--- src/rtl/blood_match_scanner.sv ---
// blood_match_scanner: registered donor inventory with a sequential first-compatible-unit matcher
module blood_match_scanner #(
    parameter int DEPTH       = 8,
    parameter int IDX_W       = $clog2(DEPTH),
    parameter bit EXACT_FIRST = 1'b1,
    parameter bit CONSUME     = 1'b1
) (
    input  logic             clk,
    input  logic             rst_n,
    input  logic             wr_en,
    input  logic [IDX_W-1:0] wr_idx,
    input  logic             wr_vld,
    input  logic             wr_a,
    input  logic             wr_b,
    input  logic             wr_rh,
    input  logic             req_valid,
    output logic             req_ready,
    input  logic             req_a,
    input  logic             req_b,
    input  logic             req_rh,
    output logic             rsp_valid,
    input  logic             rsp_ready,
    output logic             rsp_found,
    output logic [IDX_W-1:0] rsp_idx,
    output logic             rsp_exact,
    output logic [IDX_W:0]   inv_count
);
    typedef enum logic [1:0] {IDLE, SCAN, DONE} state_t;
    state_t state, state_nxt;
    logic [DEPTH-1:0] ent_vld, ent_a, ent_b, ent_rh;
    logic [IDX_W-1:0] idx;
    logic pass, pa, pb, prh;
    logic cur_exact, cur_compat, hit, last, clr;
    always_comb begin
        cur_exact  = ent_vld[idx] & (ent_a[idx] == pa) & (ent_b[idx] == pb) & (ent_rh[idx] == prh);
        cur_compat = ent_vld[idx] & (!ent_a[idx] | pa) & (!ent_b[idx] | pb) & (!ent_rh[idx] | prh);
        hit        = pass ? cur_compat : cur_exact;
        last       = idx == IDX_W'(DEPTH - 1);
        clr        = CONSUME && state == DONE && rsp_ready && rsp_found;
    end
    always_comb begin
        inv_count = '0;
        for (int i = 0; i < DEPTH; i++) inv_count = inv_count + (IDX_W+1)'(ent_vld[i]);
    end
    always_ff @(posedge clk or negedge rst_n) begin
        if (!rst_n) state <= IDLE;
        else        state <= state_nxt;
    end
    always_comb begin
        state_nxt = state;
        case (state)
            IDLE:    state_nxt = req_valid ? SCAN : IDLE;
            SCAN:    state_nxt = (hit || (last && pass)) ? DONE : SCAN;
            DONE:    state_nxt = rsp_ready ? IDLE : DONE;
            default: state_nxt = IDLE;
        endcase
    end
    always_comb begin
        req_ready = state == IDLE;
        rsp_valid = state == DONE;
    end
    always_ff @(posedge clk or negedge rst_n) begin
        if (!rst_n) begin
            idx       <= '0;
            pass      <= 1'b0;
            pa        <= 1'b0;
            pb        <= 1'b0;
            prh       <= 1'b0;
            rsp_found <= 1'b0;
            rsp_idx   <= '0;
            rsp_exact <= 1'b0;
        end else if (state == IDLE && req_valid) begin
            pa   <= req_a;
            pb   <= req_b;
            prh  <= req_rh;
            idx  <= '0;
            pass <= !EXACT_FIRST;
        end else if (state == SCAN) begin
            if (hit) begin
                rsp_found <= 1'b1;
                rsp_idx   <= idx;
                rsp_exact <= !pass;
            end else if (last && pass) begin
                rsp_found <= 1'b0;
                rsp_idx   <= '0;
                rsp_exact <= 1'b0;
            end else if (last) begin
                pass <= 1'b1;
                idx  <= '0;
            end else begin
                idx <= idx + 1'b1;
            end
        end else if (state == DONE && rsp_ready) begin
            rsp_found <= 1'b0;
            rsp_idx   <= '0;
            rsp_exact <= 1'b0;
        end
    end
    // a write in the same cycle as a consume clear lands last and therefore wins
    always_ff @(posedge clk or negedge rst_n) begin
        if (!rst_n) begin
            ent_vld <= '0;
            ent_a   <= '0;
            ent_b   <= '0;
            ent_rh  <= '0;
        end else begin
            for (int i = 0; i < DEPTH; i++) begin
                if (clr && rsp_idx == IDX_W'(i)) ent_vld[i] <= 1'b0;
                if (wr_en && wr_idx == IDX_W'(i)) begin
                    ent_vld[i] <= wr_vld;
                    ent_a[i]   <= wr_a;
                    ent_b[i]   <= wr_b;
                    ent_rh[i]  <= wr_rh;
                end
            end
        end
    end
endmodule

--- config.mk ---
export PLATFORM = sky130hd
export DESIGN_NAME = blood_match_scanner
export DESIGN_NICKNAME = d
export VERILOG_FILES = /design/src/rtl/blood_match_scanner.sv
export SDC_FILE = /design/constraint.sdc
export NUM_CORES = 1
export LEC_CHECK = 0
export ABC_AREA = 1
export CAP_MARGIN = 0
export CORE_UTILIZATION = 45
export CTS_CLUSTER_SIZE = 10
export DETAILED_ROUTE_END_ITERATION = 10
export PLACE_DENSITY = 0.77
export SYNTH_ARGS = -nofsm -noshare
export SYNTH_HDL_FRONTEND = slang
export SYNTH_SLANG_ARGS = --single-unit
--- constraint.sdc ---
create_clock -name clk -period 5.24 [get_ports clk]
set_input_delay 1.572 -clock clk [delete_from_list [all_inputs] [get_ports clk]]
set_output_delay 1.572 -clock clk [all_outputs]
set_load 0.005 [all_outputs]
==> impl_metrics.toml <==
[sta]
fin_crit_sh_pct = 91.1
report.final.slew_viol_count = 0
maxSlewHeadroom_pct = 31.8
tightest_slew_ps = 1020
clock_skew_ps = 7.12
rsz0062_at_grt = "false"
fin_tns_setup_ps = 0
max_freq_mhz = 210
finalSetupViolCount = 0
fin_ws_ps = 468
period_needed_ps = 4770
finalHoldViolCount = 0
hold_slack_ps = 476

[clocking]
root_buffer = "clkbuf_8"
h-tree-depth = 2
cts_hold_repair.buffers = 0
clk_path_buf_depth = 2
cts_buffers = 5
cts.sinks = 46
clkTransAtPathRegs_ps = 80
cts_tree = "yes"
clkLatencyLatePin_ps = 300

[detailed_routing]
avgRoutedWirePerCell_um = 13.0
drc = 0
drt_iter0_drc = 115
firstDrtPassIters = 5
drt-total-wl_mm = 5.15
vias_per_cell = 5.14
vias = 2036
ant_nets = 0

[yosys]
synth_area_sq_um = 2450
syn-num-nets = 323
syn_area_per_cell_sq_um = 8.26
synth_warnings = 0
ys_seq_area_share_pct = 47.1
synth.distinct_cells = 21
synth_seq_cells = 46
syn_inst = 296

[floorplanning]
dieArea_sq_um = 5730
core_area_sq_um = 5170
num_rows = 26
ioPinCount = 26
die_x_um = 75.7
die_y_um = 75.7
initial_core_util_pct = 47.3

[power_and_ir_drop]
clockPowerShare_pct = 15.1
vdd_drop_max_mv = 0.228
internal_power_uw = 857
leakagePower_nw = 1.39
combPwrFrac_pct = 47.4
seq_power_share_pct = 37.5
sw_frac_of_total_pct = 41.4
pwr_density_cell_nw_per_um2 = 512
p_total_mw = 1.46
switching_power_uw = 607

[global_routing]
grt_max_degree = 47
grt_pass1_vias = 1852
grt_pass1_wl_mm = 8.46
antenna_found_initial = 0
grt-ovfl-total = 0
grt_usage_pct = 19.9

[critical_path]
r2r_end = "rsp_idx[0]$_DFFE_PN0P_"
crit_path_end_kind = "output port"
crit_type = "reg2out"
cp_cell_sequence = "fa_1 -> inv_1 -> fa_1 -> fa_1 -> inv_1 -> ha_1 -> inv_1 -> fa_1 -> xnor2_1 -> dlymetal6s2s_1"
cpPeakStageDelay_ps = 550
cp_data_arrival_time_ps = 3200
worstSetupStartpointType = "flop"
critPathLaunch = "ent_vld[0]$_DFFE_PN0P_"
required_ps = 3670
r2r_slack_ps = 2290
cp_slowest_cell = "fa_1"
r2r_start = "idx[0]$_DFFE_PN0P_"
path_max_fanout = 3
cp_common_cell = "fa_1"
reg2regPathDepth = 13

[hold_path]
min_to = "rsp_exact$_DFFE_PN0P_"
hold_start = "rsp_exact$_DFFE_PN0P_"
hold_path_depth = 2
hold_path_class = "reg2reg"

[placement]
io_buffers = 25
gp_congestion = 0.780
post-place-ws_ps = 409
dp_hpwl_mm = 3.74
placed_cells = 387
placedInstanceArea_sq_um = 2750

[job]
cap_violations = 0

[cells_and_area]
drive_gt1_share_pct = 7.06
final_common_cell = "nand2_1"
utilization_pct = 55.2
syn_to_final_growth_pct = 16.8
fillers = 492
final_area_sq_um = 2860
antenna_cells = 0
final_cell_mix = "nand2_1, o21ai_0, dfrtp_1, inv_1, nor2_1"
layout.nets = 352
final_cell_count_no_fill = 396

[outcome]
outcome = "complete, no violations"
power groups by stage:
stage	combinational, mW	sequential (mW)	clock, mW
final	0.693	0.550	0.221
after global routing	0.801	0.566	0.244
after CTS	0.704	0.549	0.228
after detailed placement	0.696	0.555	0
after global placement	0.660	0.550	0
after floorplan	0.498	0.508	0
state kept, by name, summed over array words and instances (netlist names):
name and count:
prh 1, rsp_idx 3, rsp_exact 1, ent_a 8, ent_rh 8, ent_vld 8
pa 1, pb 1, pass 1, ent_b 8, rsp_found 1, state 2
idx 3
final cells by class:
cell class	instances	area (sq um)	area share (%)
clock inverters	1	5.00	0.175
flip-flops and latches	46	1150	40.3
well taps	70	87.6	3.07
repair buffers	26	258	9.02
multi-input cells	208	1130	39.4
clock buffers	7	86.3	3.02
inverters	38	143	4.99
synthesized netlist by cell type, drive strengths merged:
cell type	n	area, sq um
a21oi	5	25.0
nand3	20	125
o22ai	6	37.5
ha	8	100
inv	38	143
buf	4	26.3
dfrtp	46	1150
nand4	9	56.3
o21ai	51	259
nor3	1	10.0
fa	4	80.1
xnor2	1	8.76
nand2	77	309
nor2	26	115
worst max path at each step:
stage	to	slack [ps]	cells after the start
after floorplan	inv_count[2]	1020	9
after detailed placement	inv_count[2]	410	10
after global routing	inv_count[2]	300	10
final	inv_count[2]	470	10
after CTS	inv_count[2]	100	10
after global placement	inv_count[2]	530	10
critical path: cells and delay by family, from the launching register on:
family,cells,cell delay [ps]
adders and majority gates,5,1990
DFF,1,420
buffers and inverters,4,320
xor gates and xnor gates,1,170
per-layer routing:
| metal | routed length (um) | up-vias | track usage (%) |
|---|---|---|---|
| li1 | - | 1033 | - |
| met1 | 2400 | 960 | 25.7 |
| met2 | 2540 | 38 | 33.5 |
| met3 | 158 | 5 | 4.50 |
| met4 | 51 | 0 | 6.17 |
| met5 | 0 | - | 0 |
kinds of logic (layout without fill, tap and decap cells):
group	Yosys count	in the layout	share of synthesized area (%)
and+or+nand+nor	133	133	25.2
AOI/OAI and AO/OA	62	62	13.1
DFF	46	46	47.1
buffers and inverters	42	72	6.91
adders and majority gates	12	12	7.37
xor gates and xnor gates	1	1	0.358
repair_timing:
action                     CTS  global route
resized for setup            0             2
buffers inserted             0             1
setup endpoints to repair    0             2
(Power assumes the default switching activity.)
